**config.mk**
```make
export PLATFORM = sky130hd
export DESIGN_NAME = bomb_slot_scheduler
export DESIGN_NICKNAME = d
export VERILOG_FILES = /design/src/rtl/bomb_pkg.sv /design/src/rtl/bomb_slot_fsm.sv /design/src/rtl/bomb_slot_scheduler.sv
export SDC_FILE = /design/constraint.sdc
export NUM_CORES = 1
export LEC_CHECK = 0
export CAP_MARGIN = 20
export CORE_AREA = 2 2 131 133
export CTS_BUF_LIST = sky130_fd_sc_hd__clkbuf_16
export DETAILED_ROUTE_END_ITERATION = 7
export DIE_AREA = 0 0 133 135
export PLACE_DENSITY = 0.76
export SYNTH_ARGS = -nofsm -noshare
export SYNTH_HDL_FRONTEND = slang
export SYNTH_SLANG_ARGS = --single-unit
```
**constraint.sdc**
```tcl
create_clock -name clk -period 5.83 [get_ports clk]
set_input_delay 1.166 -clock clk [delete_from_list [all_inputs] [get_ports clk]]
set_output_delay 1.166 -clock clk [all_outputs]
set_load 0.05 [all_outputs]
```
**src/rtl/bomb_pkg.sv**
```systemverilog
// Purpose : shared types and constants for the bomb slot scheduler.
// Latency : n/a (types and constants only).
// Backpressure: n/a.
package bomb_pkg;

    localparam int TILE_SIZE        = 32;   // board tile pitch in pixels; bomb positions sit on this grid
    localparam int COORD_W          = 11;   // pixel coordinate width
    localparam int DEF_FUSE_FRAMES  = 120;
    localparam int DEF_BLAST_FRAMES = 30;

    typedef logic [COORD_W-1:0] coord_t;

    typedef enum logic [1:0] {
        SLOT_IDLE  = 2'd0,
        SLOT_FUSE  = 2'd1,
        SLOT_BLAST = 2'd2
    } slot_state_e;

endpackage

```
**src/rtl/bomb_slot_fsm.sv**
```systemverilog
// Purpose : one bomb slot; holds lifecycle state, frame timer and latched position.
// Latency : all outputs registered, valid the cycle after the causing event.
// Backpressure: none; alloc_i is only asserted by the scheduler when the slot is IDLE.
//
// Ports:
//   clk, resetN            clock, asynchronous active-low reset
//   sof_i                  frame tick
//   alloc_i                place a bomb into this slot (slot must be IDLE)
//   place_x_i, place_y_i   position latched on alloc_i
//   chain_hit_i            force FUSE -> BLAST (ignored in other states)
//   active_o, blast_o      slot is in FUSE / BLAST
//   explode_o              one-cycle pulse coincident with entry to BLAST
//   pos_x_o, pos_y_o       latched position (held after the slot goes IDLE)
module bomb_slot_fsm
    import bomb_pkg::*;
#(
    parameter int FUSE_FRAMES  = DEF_FUSE_FRAMES,
    parameter int BLAST_FRAMES = DEF_BLAST_FRAMES,
    parameter int CNT_W        = 7
) (
    input  logic   clk,
    input  logic   resetN,
    input  logic   sof_i,
    input  logic   alloc_i,
    input  coord_t place_x_i,
    input  coord_t place_y_i,
    input  logic   chain_hit_i,
    output logic   active_o,
    output logic   blast_o,
    output logic   explode_o,
    output coord_t pos_x_o,
    output coord_t pos_y_o
);

    // Timers count down to zero and the transition happens on the tick that
    // sees zero, so a load of N-1 gives a phase of exactly N frame ticks.
    localparam logic [CNT_W-1:0] FUSE_LOAD  = CNT_W'(FUSE_FRAMES - 1);
    localparam logic [CNT_W-1:0] BLAST_LOAD = CNT_W'(BLAST_FRAMES - 1);

    slot_state_e       state_q, state_d;
    logic [CNT_W-1:0]  timer_q, timer_d;
    coord_t            x_q, x_d, y_q, y_d;
    logic              explode_q, explode_d;
    logic              active_q, blast_q;

    always_ff @(posedge clk or negedge resetN) begin
        if (!resetN) begin
            state_q   <= SLOT_IDLE;
            timer_q   <= '0;
            x_q       <= '0;
            y_q       <= '0;
            explode_q <= 1'b0;
            active_q  <= 1'b0;
            blast_q   <= 1'b0;
        end else begin
            state_q   <= state_d;
            timer_q   <= timer_d;
            x_q       <= x_d;
            y_q       <= y_d;
            explode_q <= explode_d;
            // Flags are decoded from next state so they leave a flop directly.
            active_q  <= (state_d == SLOT_FUSE);
            blast_q   <= (state_d == SLOT_BLAST);
        end
    end

    always_comb begin
        state_d   = state_q;
        timer_d   = timer_q;
        x_d       = x_q;
        y_d       = y_q;
        explode_d = 1'b0;
        unique case (state_q)
            SLOT_IDLE: begin
                // A freshly placed bomb ignores a coincident frame tick.
                if (alloc_i) begin
                    state_d = SLOT_FUSE;
                    timer_d = FUSE_LOAD;
                    x_d     = place_x_i;
                    y_d     = place_y_i;
                end
            end
            SLOT_FUSE: begin
                // Chain hit takes priority over a simultaneous frame tick.
                if (chain_hit_i || (sof_i && timer_q == '0)) begin
                    state_d   = SLOT_BLAST;
                    timer_d   = BLAST_LOAD;
                    explode_d = 1'b1;
                end else if (sof_i) begin
                    timer_d = timer_q - 1'b1;
                end
            end
            SLOT_BLAST: begin
                if (sof_i) begin
                    if (timer_q == '0) begin
                        state_d = SLOT_IDLE;
                    end else begin
                        timer_d = timer_q - 1'b1;
                    end
                end
            end
            default: begin
                state_d = SLOT_IDLE;
                timer_d = '0;
            end
        endcase
    end

    assign active_o  = active_q;
    assign blast_o   = blast_q;
    assign explode_o = explode_q;
    assign pos_x_o   = x_q;
    assign pos_y_o   = y_q;

endmodule

```
**src/rtl/bomb_slot_scheduler.sv**
```systemverilog
// Purpose : allocates bomb slots on placement requests and runs per-slot fuse/blast timers.
// Latency : 1 cycle from placeReq to placeAck/placeReject; all outputs registered.
// Backpressure: none; a request that cannot be served is refused with placeReject.
//
// Ports:
//   clk, resetN               clock, asynchronous active-low reset
//   startOfFrame              one-cycle frame tick
//   placeReq, placeX, placeY  placement request and top-left pixel position
//   placeAck, placeReject     one-cycle request outcome, mutually exclusive
//   chainHit                  per-slot: another blast covers this bomb
//   detonateReq               (BOMB_REMOTE_DETONATE_EN only) blast every fusing bomb
//   bombActive, blastActive   per-slot FUSE / BLAST flags
//   bombX, bombY              packed per-slot positions, slot i at [11i+10:11i]
//   explodeMask               per-slot pulse on entry to BLAST
// Optional feature macro: BOMB_REMOTE_DETONATE_EN adds the detonateReq input.
module bomb_slot_scheduler
    import bomb_pkg::*;
#(
    parameter int NUM_SLOTS    = 4,
    parameter int FUSE_FRAMES  = DEF_FUSE_FRAMES,
    parameter int BLAST_FRAMES = DEF_BLAST_FRAMES,
    parameter int CNT_W        = 7
) (
    input  logic                         clk,
    input  logic                         resetN,
    input  logic                         startOfFrame,
    input  logic                         placeReq,
    input  logic [COORD_W-1:0]           placeX,
    input  logic [COORD_W-1:0]           placeY,
    output logic                         placeAck,
    output logic                         placeReject,
    input  logic [NUM_SLOTS-1:0]         chainHit,
`ifdef BOMB_REMOTE_DETONATE_EN
    input  logic                         detonateReq,
`endif
    output logic [NUM_SLOTS-1:0]         bombActive,
    output logic [NUM_SLOTS-1:0]         blastActive,
    output logic [NUM_SLOTS*COORD_W-1:0] bombX,
    output logic [NUM_SLOTS*COORD_W-1:0] bombY,
    output logic [NUM_SLOTS-1:0]         explodeMask
);

    coord_t               pos_x [NUM_SLOTS];
    coord_t               pos_y [NUM_SLOTS];
    logic [NUM_SLOTS-1:0] busy;
    logic [NUM_SLOTS-1:0] dup_hit;
    logic [NUM_SLOTS-1:0] free_pick;
    logic [NUM_SLOTS-1:0] alloc;
    logic [NUM_SLOTS-1:0] chain_eff;
    logic                 have_free;
    logic                 accept;
    logic                 ack_q, reject_q;

    // A slot still in BLAST this cycle counts as busy even if it leaves
    // BLAST on this very edge, so it cannot serve a same-cycle request.
    always_comb begin
        busy      = bombActive | blastActive;
        dup_hit   = '0;
        free_pick = '0;
        have_free = 1'b0;
        for (int i = 0; i < NUM_SLOTS; i++) begin
            dup_hit[i] = busy[i] && (pos_x[i] == placeX) && (pos_y[i] == placeY);
            if (!busy[i] && !have_free) begin
                free_pick[i] = 1'b1;
                have_free    = 1'b1;
            end
        end
    end

    assign accept = placeReq && have_free && !(|dup_hit);
    assign alloc  = accept ? free_pick : '0;

`ifdef BOMB_REMOTE_DETONATE_EN
    // Remote detonation behaves like a chain hit on every slot; only FUSE slots react.
    assign chain_eff = chainHit | {NUM_SLOTS{detonateReq}};
`else
    assign chain_eff = chainHit;
`endif

    always_ff @(posedge clk or negedge resetN) begin
        if (!resetN) begin
            ack_q    <= 1'b0;
            reject_q <= 1'b0;
        end else begin
            ack_q    <= accept;
            reject_q <= placeReq && !accept;
        end
    end

    assign placeAck    = ack_q;
    assign placeReject = reject_q;

    for (genvar g = 0; g < NUM_SLOTS; g++) begin : g_slot
        bomb_slot_fsm #(
            .FUSE_FRAMES  (FUSE_FRAMES),
            .BLAST_FRAMES (BLAST_FRAMES),
            .CNT_W        (CNT_W)
        ) u_slot (
            .clk         (clk),
            .resetN      (resetN),
            .sof_i       (startOfFrame),
            .alloc_i     (alloc[g]),
            .place_x_i   (placeX),
            .place_y_i   (placeY),
            .chain_hit_i (chain_eff[g]),
            .active_o    (bombActive[g]),
            .blast_o     (blastActive[g]),
            .explode_o   (explodeMask[g]),
            .pos_x_o     (pos_x[g]),
            .pos_y_o     (pos_y[g])
        );

        assign bombX[g*COORD_W +: COORD_W] = pos_x[g];
        assign bombY[g*COORD_W +: COORD_W] = pos_y[g];
    end

endmodule

```
## Word-level counts from Yosys, hierarchy flattened

Index checks and enable logic that the tools add are counted.

- Register bits: 138

- $add $sub $neg: 4
- Muxes and demuxes: 60
- Bitwise operators: 1
- Equality and inequality tests: 40
- Reductions and logical operators: 46

Operator list:

| kind | number |
|---|---|
| 2-to-1 mux 7 bit | 20 |
| equality test 11 bit | 8 |
| one-hot mux 7 bit (3 select lines) | 4 |
| 2-to-1 mux 2 bit | 16 |
| logical NOT 7 bit | 4 |
| subtractor 7 x 1 -> 7 bit (second input constant) | 4 |
| inequality test 2 bit (second input constant) | 12 |
| one-hot mux 2 bit (3 select lines) | 4 |
| logical AND 1 bit | 18 |
| equality test 2 x 1 -> 1 bit (second input constant) | 8 |
| equality test 2 bit (second input constant) | 8 |
| AND reduction 4 bit | 4 |
| 2-to-1 mux 1 bit | 15 |
| inequality test 3 x 2 -> 1 bit (second input constant) | 4 |
| logical NOT 2 bit | 4 |
| AND reduction 2 bit | 4 |
| logical NOT 1 bit | 7 |
| logical OR 1 bit | 4 |
| 2-to-1 mux 4 bit | 1 |
| bitwise OR 4 bit | 1 |
| OR reduction 4 bit | 1 |

## Logic depth before layout (Yosys ltp)

Gate-level depths: netlist of the first run.

- Word-level depth: 16
- Depth in mapped cells: 10
- Mapped depth without buffers: 9

## By module

A second synthesis of the first run with hierarchy kept.

- Cells, all modules: 616
- Area total of the unflattened synthesis: 7229.4 µm²

Modules (own cells, without submodules):

| module | area each (µm²) | seq. area each (µm²) | times used | cells an instance |
|---|---|---|---|---|
| bomb_slot_fsm (g_slot[0].u_slot ...) | 1542.7 | 850.8 | 3 | 120 |
| bomb_slot_fsm (g_slot[3].u_slot) | 1463.9 | 850.8 | 1 | 117 |
| bomb_slot_scheduler | 1137.3 | 50.0 | 1 | 139 |

## Worst setup path after synthesis of the first run

No wires, ideal clock.

- Path type: input to register
- From: input placeY[6]
- To: register g_slot[0].u_slot.x_q[7]
- Cell stages on the path: 10
- Arrival time: 2.943 ns
- Path slack: 2.763 ns
- Path buffers: 3
- Library setup time: 0.125 ns
- Cells stage by stage: buf_4 > xor2_1 > nor4_2 > nand2_1 > nor4_2 > nor3_2 > buf_6 > nand3_2 > buf_6 > mux2_2

- Cells in the longest elaborated chain, start to end: 7
- Elaborated cells on any way between the ends: 13

RTL lines:

| what | RTL line | text |
|---|---|---|
| start, declared | bomb_slot_scheduler.sv:29 | `input logic [COORD_W-1:0] placeY,` |
| equality test 11 bit | bomb_slot_scheduler.sv:62 | `dup_hit[i] = busy[i] && (pos_x[i] == placeX) && (pos_y[i] == placeY);` |
| logical AND 1 bit | bomb_slot_scheduler.sv:62 |  |
| OR reduction 4 bit * | bomb_slot_scheduler.sv:70 | `assign accept = placeReq && have_free && !(\|dup_hit);` |
| logical NOT 1 bit * | bomb_slot_scheduler.sv:70 |  |
| logical AND 1 bit * | bomb_slot_scheduler.sv:70 |  |
| net accept | bomb_slot_scheduler.sv:51 | `logic accept;` |
| 2-to-1 mux 4 bit * | bomb_slot_scheduler.sv:71 | `assign alloc = accept ? free_pick : '0;` |
| AND reduction 2 bit (no line) * | -- |  |
| end signal, assigned | bomb_slot_fsm.sv:50 | `x_q <= '0;` |
| end signal, assigned | bomb_slot_fsm.sv:58 | `x_q <= x_d;` |
| end, declared | bomb_slot_fsm.sv:42 | `coord_t x_q, x_d, y_q, y_d;` |

Mark *: on every way through the listed nets, which the timed path passes. The rest lies on a longest branch.
A chain may end at the register's enable or synchronous reset.

## Worst setup path after layout of the first run

- From: input placeX[9]
- To: register g_slot[1].u_slot.y_q[3]

- Cells in the longest elaborated chain, start to end: 8
- Elaborated cells on any way between the ends: 17

RTL lines:

| what | RTL line | text |
|---|---|---|
| start, declared | bomb_slot_scheduler.sv:28 | `input logic [COORD_W-1:0] placeX,` |
| equality test 11 bit | bomb_slot_scheduler.sv:62 |  |
| logical AND 1 bit (2 in series) | bomb_slot_scheduler.sv:62 |  |
| OR reduction 4 bit * | bomb_slot_scheduler.sv:70 |  |
| logical NOT 1 bit * | bomb_slot_scheduler.sv:70 |  |
| logical AND 1 bit * | bomb_slot_scheduler.sv:70 |  |
| 2-to-1 mux 4 bit * | bomb_slot_scheduler.sv:71 |  |
| AND reduction 2 bit (no line) * | -- |  |
| end signal, assigned | bomb_slot_fsm.sv:59 | `y_q <= y_d;` |
| end, declared | bomb_slot_fsm.sv:42 |  |

Every way passes the cells marked *; elsewhere a longest branch is shown, timed or not.

==> results.json, run 1 <==
{
  "vias": 5598,
  "crit_arrival_ns": 4.26,
  "cts_tree": "built",
  "fillers": 1377,
  "critPathRequiredTime_ns": 6.14,
  "io_buffers": 131,
  "cts_buffers": 17,
  "antenna_left": 0,
  "grtUsageTotal_pct": 23.01,
  "drc": 0,
  "layout_min_cycle_time_ns": 3.947,
  "netlist_area_um2": 7493,
  "clk_latency_ns": 0.43,
  "crit_path_end_kind": "flop",
  "avgSynthCellArea_um2": 11.39,
  "routedWlPerCell_um": 19.93,
  "leakage_nw": 4.028,
  "ys.flop_type": "dfrtp_1",
  "whs_ns": 0.5444,
  "fin_nets": 801,
  "gp_congestion": 0.8958,
  "skew_ns": 0.01031,
  "status": "finished clean",
  "worstPathMaxFanout": 18,
  "cp-start-kind": "primary input",
  "power_density_nw_per_um2": 704.0,
  "ys_warn_count": 0,
  "io_pins": 132,
  "place_area_um2": 8778,
  "drt-total-wl_um": 19810,
  "htreeDepth": 4,
  "cts.clk_slew.worst_paths_ns": 0.06,
  "die_h_um": 135,
  "cts.sinks": 138,
  "grt_pass1_vias": 5625,
  "antenna_found_initial": 0,
  "grt_overflow_total": 0,
  "cts_resized": 0,
  "synth-seq-area-share_pct": 46.08,
  "drv_slew": 0,
  "start_util_pct": 45.67,
  "layout-drive-gt1-share_pct": 17.18,
  "syn_nets": 696,
  "die_x_um": 133,
  "cts_buffer_depth": 2,
  "clock.fmax_ghz": 0.2533,
  "post-cts-setup-buffers": 0,
  "synth_edf_count": 0,
  "synth.distinct_cells": 62,
  "grt_start_max_net_pins": 80,
  "vias_per_cell": 5.632,
  "cts_hold_buf": 0,
  "tightest_slew_ns": 0.8238,
  "drtIter0Drc": 385,
  "coreArea_um2": 16410,
  "final_area_um2": 9358,
  "hold_viol": 0,
  "finalSetupViolations": 0,
  "first_pass_iters": 5,
  "async_flop_share_pct": 100.0,
  "max_slew_margin_pct": 44.86,
  "grt_pass1_wl_um": 31510,
  "drv_cap": 0,
  "timing.final.crit_share_pct": 67.71,
  "postSynthCellCount": 658,
  "rows": 47,
  "hold_class": "flop to flop",
  "timing.setup.tns_ns": 0,
  "clockRootBuffer": "clkbuf_16",
  "crit_type": "primary input to flop",
  "dieArea_um2": 17960,
  "antenna_cells": 0,
  "synth-seq-cells": 138,
  "hpwl_um": 14220,
  "rsz0062_at_grt": "no",
  "syn_to_final_growth_pct": 24.88,
  "peakVddDrop_uv": 583.6
}
[cell usage in the layout, fill, tap and decap left out, types with 3 or more instances in the layout]
| cell | synthesis | final |
|---|---|---|
| clkinv_1 | 0 | 3 |
| mux2_4 | 34 | 34 |
| nand2b_1 | 9 | 9 |
| and2_1 | 4 | 4 |
| a21o_1 | 10 | 10 |
| nand3_1 | 10 | 10 |
| nor2_1 | 36 | 36 |
| a211o_1 | 3 | 3 |
| inv_1 | 12 | 12 |
| nand4_1 | 11 | 11 |
| a21oi_1 | 28 | 28 |
| o31ai_1 | 3 | 3 |
| o22ai_1 | 8 | 8 |
| nor4_2 | 3 | 3 |
| clkdlybuf4s50_1 | 0 | 130 |
| xnor2_1 | 14 | 14 |
| a21boi_0 | 3 | 3 |
| dfrtp_1 | 138 | 138 |
| nor2b_1 | 13 | 13 |
| buf_4 | 14 | 5 |
| or3_1 | 3 | 3 |
| and3_1 | 8 | 8 |
| clkbuf_16 | 0 | 17 |
| o21ai_0 | 13 | 13 |
| xor2_1 | 74 | 74 |
| nor3_1 | 14 | 14 |
| mux2_2 | 54 | 54 |
| o211ai_1 | 6 | 6 |
| nand2_1 | 22 | 22 |
| clkinv_4 | 0 | 3 |
| o21a_1 | 11 | 11 |
| nor4_1 | 17 | 17 |
| ha_1 | 8 | 8 |
| bufinv_16 | 0 | 3 |
[final cells by class]
| class | instances | area (µm²) | area share, % |
|---|---|---|---|
| clock buffer | 17 | 425.4 | 4.546 |
| clock inverter | 13 | 153.9 | 1.645 |
| inverter | 12 | 45.04 | 0.4813 |
| multi-input combinational | 457 | 3635 | 38.84 |
| sequential | 138 | 3453 | 36.90 |
| tap | 220 | 275.3 | 2.942 |
| timing repair buffer | 137 | 1370 | 14.64 |
[synthesized netlist by cell type (14+ instances only)]
library cell	number	area [µm²]
buf_4	14	105.1
nor2_1	36	135.1
nand2_1	22	82.58
xor2_1	74	648.1
a21oi_1	28	140.1
mux2_2	54	608.1
mux2_4	34	510.5
xnor2_1	14	122.6
dfrtp_1	138	3453
buf_2	20	100.1
nor3_1	14	70.07
nor4_1	17	106.4
[cell families (layout without fill, tap and decap cells)]
family          count (synthesis)  in the layout  share of synthesized area (%)
fa+ha+maj                       8              8                          1.336
compound gates                112            112                          10.20
xor+xnor                       88             88                          10.29
simple gates                  161            161                          11.76
buf+inv                        63            179                          5.410
flops                         138            138                          46.08
mux                            88             88                          14.93
[path summary, 6_finish.rpt]
kind                                              from                          end  slack (ns)  depth (start not counted)
setup / recovery                             placeX[9]  g_slot[1].u_slot.pos_y_o[3]        1.88                         10
hold / removal             g_slot[3].u_slot.timer_q[3]  g_slot[3].u_slot.timer_q[3]        0.54                          2
setup reg to reg              g_slot[1].u_slot.blast_o  g_slot[1].u_slot.pos_x_o[1]        2.89                          9
hold reg to reg            g_slot[3].u_slot.timer_q[3]  g_slot[3].u_slot.timer_q[3]        0.54                          2
max in group asynchronous                       resetN  g_slot[3].u_slot.state_q[1]        3.79                          2
min in group asynchronous                       resetN   g_slot[1].u_slot.explode_o        0.79                          1
[flip-flops by register name, indices dropped and copies added (netlist names)]
signal / count
g_slot.u_slot.state_q: 8
g_slot.u_slot.pos_y_o: 44
placeAck: 1
g_slot.u_slot.explode_o: 4
placeReject: 1
g_slot.u_slot.pos_x_o: 44
g_slot.u_slot.active_o: 4
g_slot.u_slot.blast_o: 4
g_slot.u_slot.timer_q: 28
[power breakdown]
| part | switching, mW | internal [mW] |
|---|---|---|
| Sequential | 0.535 | 1.41 |
| Combinational | 2.14 | 1.41 |
| Clock | 0.421 | 0.664 |
[layer usage]
layer | global-route usage (%) | up-vias | share of wire (%)
li1 | - | 2549 | -
met1 | 29.98 | 2799 | 43
met2 | 37.45 | 209 | 48
met3 | 5.330 | 41 | 6.1
met4 | 8.961 | 0 | 2.6
met5 | 0 | - | 0
[stage by stage]
stage | total power, mW | util [%] | setup slack [ns] | instances
2_1_floorplan | 4.378 | - | 2.763 | 658
4_1_cts | 6.604 | 57.04 | 1.929 | 994
3_3_place_gp | 5.421 | 53.50 | 1.519 | 964
6_report | 6.588 | 57.04 | 1.883 | 994
3_5_place_dp | 5.490 | 53.50 | 1.494 | 964
5_1_grt | 6.901 | 57.04 | 1.797 | 994
[critical path, cell delays in order]
cell	delay (ns)
clkdlybuf4s50_1	0.62
xor2_1	0.25
nor4_1	0.54
nand4_1	0.21
o211ai_1	0.24
nor3_2	0.07
buf_4	0.19
and3_1	0.37
buf_12	0.27
mux2_4	0.31
No activity file was read; power rests on OpenSTA's default activity.
==> run 2: changes to the inputs <==
--- a/config.mk
+++ b/config.mk
@@ -10,7 +10,7 @@
 export CTS_BUF_LIST = sky130_fd_sc_hd__clkbuf_16
 export DETAILED_ROUTE_END_ITERATION = 7
 export DIE_AREA = 0 0 133 135
-export PLACE_DENSITY = 0.76
+export PLACE_DENSITY = 0.79
 export SYNTH_ARGS = -nofsm -noshare
 export SYNTH_HDL_FRONTEND = slang
 export SYNTH_SLANG_ARGS = --single-unit
==> constraint.sdc (replaced) <==
create_clock -name clk -period 3.51 [get_ports clk]
set_input_delay 0.702 -clock clk [delete_from_list [all_inputs] [get_ports clk]]
set_output_delay 0.702 -clock clk [all_outputs]
set_load 0.05 [all_outputs]
==> run 2 against run 1 <==
Compared with the run above:
- worst hold slack got worse by 0.22 ns
- routed wire length fell by 1.9%
- worst setup slack got worse by 1.4 ns
- cell area rose by 2.6%
==> results.json, run 2 (synthesized netlist as in run 1, its figures left out) <==
{
  "netSwitchingPower_mw": 5.155,
  "final_area_um2": 9604,
  "finish.utilization_pct": 58.54,
  "skew_ns": 0.01447,
  "crit_path_end_kind": "flop",
  "layout_min_cycle_time_ns": 3.076,
  "hold_class": "primary input to async pin",
  "io_buffers": 131,
  "dieArea_um2": 17960,
  "grt_start_max_net_pins": 80,
  "grt_pass1_wl_um": 30870,
  "coreArea_um2": 16410,
  "pwr-share-comb_pct": 54.3,
  "worst_slack_ns": 0.4340,
  "crit_arrival_ns": 3.39,
  "whs_ns": 0.3231,
  "fillers": 1294,
  "clk_latency_ns": 0.43,
  "clockRootBuffer": "clkbuf_16",
  "final_common_cell": "dfrtp_1",
  "finalSetupViolations": 0,
  "drv_cap": 0,
  "syn_to_final_growth_pct": 28.17,
  "multi_input_area_um2": 3635,
  "post-cts-setup-buffers": 0,
  "finalPower_mw": 10.96,
  "worstPathMaxFanout": 23,
  "max_slew_margin_pct": 51.07,
  "fin_nets": 829,
  "tightest_slew_ns": 0.7340,
  "grt_overflow_total": 0,
  "cts_buffer_depth": 2,
  "die_x_um": 133,
  "pre_cts_ws_ns": 0.04000,
  "cts.clk_slew.worst_paths_ns": 0.07,
  "power_density_nw_per_um2": 1141,
  "r2r_setup_slack_ns": 0.77,
  "timing.setup.tns_ns": 0,
  "leakage_nw": 4.169,
  "layout-drive-gt1-share_pct": 20.40,
  "hold_viol": 0,
  "worstRegToRegCells": 8,
  "crit_type": "primary input to flop",
  "rows": 47,
  "final_cells": 1024,
  "seq_area_um2": 3453,
  "htreeDepth": 4,
  "antenna_cells": 0,
  "critPathRequiredTime_ns": 3.82,
  "antenna_found_initial": 0,
  "io_pins": 132,
  "die_h_um": 135,
  "layout.cells.most_common_list": "dfrtp_1, clkdlybuf4s50_1, xor2_1, mux2_2, nor2_1",
  "gp_congestion": 0.8761,
  "peakVddDrop_uv": 850.5,
  "cts_tree": "built",
  "cts_buffers": 17,
  "vias": 5675,
  "drt-total-wl_um": 19440,
  "rsz0062_at_grt": "no",
  "status": "finished clean",
  "swShare_pct": 47.05,
  "cts_resized": 0,
  "start_util_pct": 45.67,
  "rr_endpoint": "g_slot[2].u_slot.pos_y_o[0]",
  "clock.fmax_ghz": 0.3251,
  "timing.final.crit_share_pct": 87.64,
  "cts_hold_buf": 0,
  "cp-start-kind": "primary input",
  "grt_pass1_vias": 5458,
  "r2r-start": "g_slot[1].u_slot.blast_o",
  "first_pass_iters": 5,
  "intPower_mw": 5.802,
  "hpwl_um": 14110,
  "drtIter0Drc": 469,
  "clkPwrFrac_pct": 16.1,
  "cts.sinks": 138,
  "vias_per_cell": 5.542,
  "place_inst": 992,
  "routedWlPerCell_um": 18.98,
  "drc": 0,
  "antenna_left": 0,
  "p_seq_share_pct": 29.6,
  "grtUsageTotal_pct": 22.50,
  "place_area_um2": 9026,
  "drv_slew": 0
}
run 2: cell count changes in the layout (fill, tap and decap cells not counted), sizes merged:
cell | previous run | this run
buf | 7 | 35
clkinvlp | 1 | 5
clkinv | 8 | 5
inv | 13 | 15
bufinv | 3 | 2
run 2: critical path, stage by stage:
cell and delay [ns]:
clkdlybuf4s50_1 0.60, xor2_1 0.26, nor4_1 0.52, nand4_1 0.18
o211ai_1 0.24, nor3_2 0.13, and3_1 0.22, buf_12 0.19
mux2_4 0.31
run 2: area by class of cell:
class | count | share of cell area (%)
Inverter | 12 | 0.4690
Timing Repair Buffer | 165 | 16.84
Sequential cell | 138 | 35.96
Clock buffer | 17 | 4.429
Multi-Input combinational cell | 457 | 37.85
Clock inverter | 15 | 1.589
Tap cell | 220 | 2.866
run 2: how the worst max path moves through the flow:
stage,endpoint,depth (start not counted),slack (ns),from
after floorplan,g_slot[0].u_slot.pos_x_o[7],10,0.91,placeY[6]
after global placement,g_slot[3].u_slot.timer_q[4],9,0.07,placeX[10]
after detailed placement,g_slot[2].u_slot.pos_x_o[0],9,0.04,placeX[10]
after CTS,g_slot[2].u_slot.pos_x_o[0],9,0.47,placeX[10]
after global routing,g_slot[2].u_slot.pos_y_o[0],9,0.35,placeY[8]
final,g_slot[2].u_slot.pos_x_o[0],9,0.43,placeX[10]
run 2: routing by layer:
| metal | up-vias | share of wire [%] | global-route usage [%] |
|---|---|---|---|
| li1 | 2608 | - | - |
| met2 | 229 | 46 | 33.77 |
| met3 | 31 | 6.7 | 5.893 |
| met4 | 0 | 2.2 | 7.945 |
| met5 | - | 0 | 0 |
| met1 | 2807 | 45 | 31.63 |
run 2: power groups by stage:
stage / combinational (mW) / sequential [mW] / clock (mW)
detailed placement: 5.93 / 3.23 / 0
CTS: 5.96 / 3.22 / 1.78
global route: 6.29 / 3.35 / 1.85
finish: 5.95 / 3.25 / 1.76
global placement: 5.84 / 3.21 / 0
floorplan: 2.53 / 4.74 / 0
==> run 3: changes to the inputs <==
--- a/config.mk
+++ b/config.mk
@@ -7,10 +7,9 @@
 export LEC_CHECK = 0
 export CAP_MARGIN = 20
 export CORE_AREA = 2 2 131 133
-export CTS_BUF_LIST = sky130_fd_sc_hd__clkbuf_16
 export DETAILED_ROUTE_END_ITERATION = 7
 export DIE_AREA = 0 0 133 135
-export PLACE_DENSITY = 0.79
+export PLACE_DENSITY = 0.76
 export SYNTH_ARGS = -nofsm -noshare
 export SYNTH_HDL_FRONTEND = slang
 export SYNTH_SLANG_ARGS = --single-unit
==> constraint.sdc (replaced) <==
create_clock -name clk -period 3.81 [get_ports clk]
set_input_delay 0.762 -clock clk [delete_from_list [all_inputs] [get_ports clk]]
set_output_delay 0.762 -clock clk [all_outputs]
set_load 0.05 [all_outputs]
==> run 3 against run 2 <==
Compared with the run above:
- routed wire length fell by 1.8%
- first-iteration DRC count down 24%
- clock power shrank 5%
- flip-flop and latch count unchanged
- core utilization fell by 0.90 points
- combinational power fell by 9.1%
- critical path depth unchanged
- die area did not move
- cell count fell by 2.4%
- critical path type unchanged
- largest power group unchanged
==> results.json, run 3 (synthesized netlist as in run 1, its figures left out) <==
{
  "clock.fmax_ghz": 0.3056,
  "gr-max-usage-layer": "met2",
  "die_h_um": 135,
  "final_common_cell": "dfrtp_1",
  "grt_pass1_vias": 5515,
  "die_x_um": 133,
  "post-cts-setup-buffers": 0,
  "routedWlPerCell_um": 19.11,
  "io_pins": 132,
  "place_inst": 967,
  "clk_latency_ns": 0.42,
  "vias": 5532,
  "cts.sinks": 138,
  "worst_slack_ns": 0.5373,
  "antenna_cells": 0,
  "coreArea_um2": 16410,
  "cts_buffer_depth": 2,
  "p_seq_share_pct": 29.7,
  "crit_path_max_incr_delay_ns": 0.73,
  "rsz0062_at_grt": "no",
  "crit_family": "simple AND/OR/NAND/NOR gates",
  "finalPower_mw": 10.08,
  "skew_ns": 0.01160,
  "hold_viol": 0,
  "tightest_slew_ns": 0.8060,
  "drv_slew": 0,
  "drt-total-wl_um": 19090,
  "syn_to_final_growth_pct": 26.20,
  "timing.final.crit_share_pct": 85.90,
  "grtUsageTotal_pct": 21.99,
  "hold_class": "primary input to async pin",
  "final_cells": 999,
  "crit_chain": "clkdlybuf4s50_1 -> xor2_1 -> nor4_1 -> nand4_1 -> nor4_2 -> nor3_2 -> and3_1 -> buf_12 -> mux2_2",
  "netSwitchingPower_mw": 4.669,
  "grt_overflow_total": 0,
  "dieArea_um2": 17960,
  "cts_tree": "built",
  "pwr-share-comb_pct": 53.7,
  "layout.cells.most_common_list": "dfrtp_1, clkdlybuf4s50_1, xor2_1, mux2_2, nor2_1",
  "io_buffers": 131,
  "peakVddDrop_uv": 688.1,
  "drv_cap": 0,
  "cts_hold_buf": 0,
  "htreeDepth": 4,
  "timing.setup.tns_ns": 0,
  "grt_start_max_net_pins": 86,
  "use_met1_pct": 29.47,
  "leakage_nw": 4.070,
  "fin_nets": 804,
  "swShare_pct": 46.32,
  "start_util_pct": 45.67,
  "power_density_nw_per_um2": 1066,
  "cts.clk_slew.worst_paths_ns": 0.06,
  "max_slew_margin_pct": 46.27,
  "crit_buf_inv": 2,
  "crit_arrival_ns": 3.58,
  "first_pass_iters": 6,
  "finish.utilization_pct": 57.64,
  "antenna_left": 0,
  "rows": 47,
  "finalSetupViolations": 0,
  "status": "finished clean",
  "drc": 0,
  "layout-drive-gt1-share_pct": 17.84,
  "vias_per_cell": 5.538,
  "met2_usage_pct": 34.86,
  "cts_buffers": 17,
  "antenna_found_initial": 0,
  "cts_resized": 0,
  "grtUsageMet3_pct": 5.293,
  "hpwl_um": 13710,
  "critPathRequiredTime_ns": 4.12,
  "cp-start-kind": "primary input",
  "worstPathMaxFanout": 26,
  "crit_type": "primary input to flop",
  "pre_cts_ws_ns": 0.1577,
  "cp_slowest_cell": "clkdlybuf4s50_1",
  "grt_pass1_wl_um": 30240,
  "intPower_mw": 5.411,
  "clkPwrFrac_pct": 16.7,
  "drtIter0Drc": 355,
  "crit_path_end_kind": "flop",
  "layout_min_cycle_time_ns": 3.273,
  "clockRootBuffer": "clkbuf_16",
  "gp_congestion": 0.8720
}
-- run 3: cell type report --
type                    instances  area, µm²
clock inverters                11      145.1
fillers                      1301       6950
clock buffers                  21      460.4
flip-flops and latches        138       3453
inverters                      12      45.04
well taps                     220      275.3
repair buffers                140       1443
multi-input cells             457       3635
-- run 3: worst reg2reg max path, delay by kind of cell (launching register included) --
kind                   cells  cell delay, ns
AO/OA/AOI/OAI              2            0.28
flip-flops                 1            0.41
buffers and inverters      1            0.22
AND/OR/NAND/NOR            4            1.39
multiplexers               1            0.40
-- run 3: per-stage QoR --
stage | area, µm² | hold WS (ns)
2_1_floorplan | 7493 | 0.4664
3_3_place_gp | 8851 | 0.4973
3_5_place_dp | 8851 | 0.5140
6_report | 9457 | 0.4102
4_1_cts | 9457 | 0.4265
5_1_grt | 9457 | 0.4769
-- run 3: path summary, 6_finish.rpt --
check	startpoint	to	slack, ns	cells past startpoint
min in group clk	g_slot[2].u_slot.timer_q[1]	g_slot[2].u_slot.timer_q[1]	0.52	1
worst min register to register	g_slot[2].u_slot.timer_q[1]	g_slot[2].u_slot.timer_q[1]	0.52	1
max in group asynchronous	resetN	g_slot[2].u_slot.timer_q[4]	2.63	2
worst max-delay path	placeY[7]	g_slot[1].u_slot.pos_x_o[2]	0.54	9
worst min-delay path	resetN	g_slot[1].u_slot.timer_q[4]	0.41	1
worst max register to register	g_slot[0].u_slot.active_o	g_slot[1].u_slot.pos_x_o[2]	1.01	8
-- run 3: power groups by stage --
stage	sequential, mW	clock [mW]	combinational, mW
CTS	2.97	1.71	5.43
floorplan	4.36	0	2.33
finish	2.99	1.68	5.41
global placement	2.97	0	5.32
global route	3.07	1.77	5.73
detailed placement	2.97	0	5.40
-- run 3: layer usage --
| metal | part of all wire [%] | routed length, µm | up-vias |
|---|---|---|---|
| li1 | - | - | 2549 |
| met1 | 44 | 8492 | 2760 |
| met2 | 48 | 9087 | 199 |
| met3 | 6.0 | 1140 | 24 |
| met4 | 2.0 | 374 | 0 |
| met5 | 0 | 0 | - |
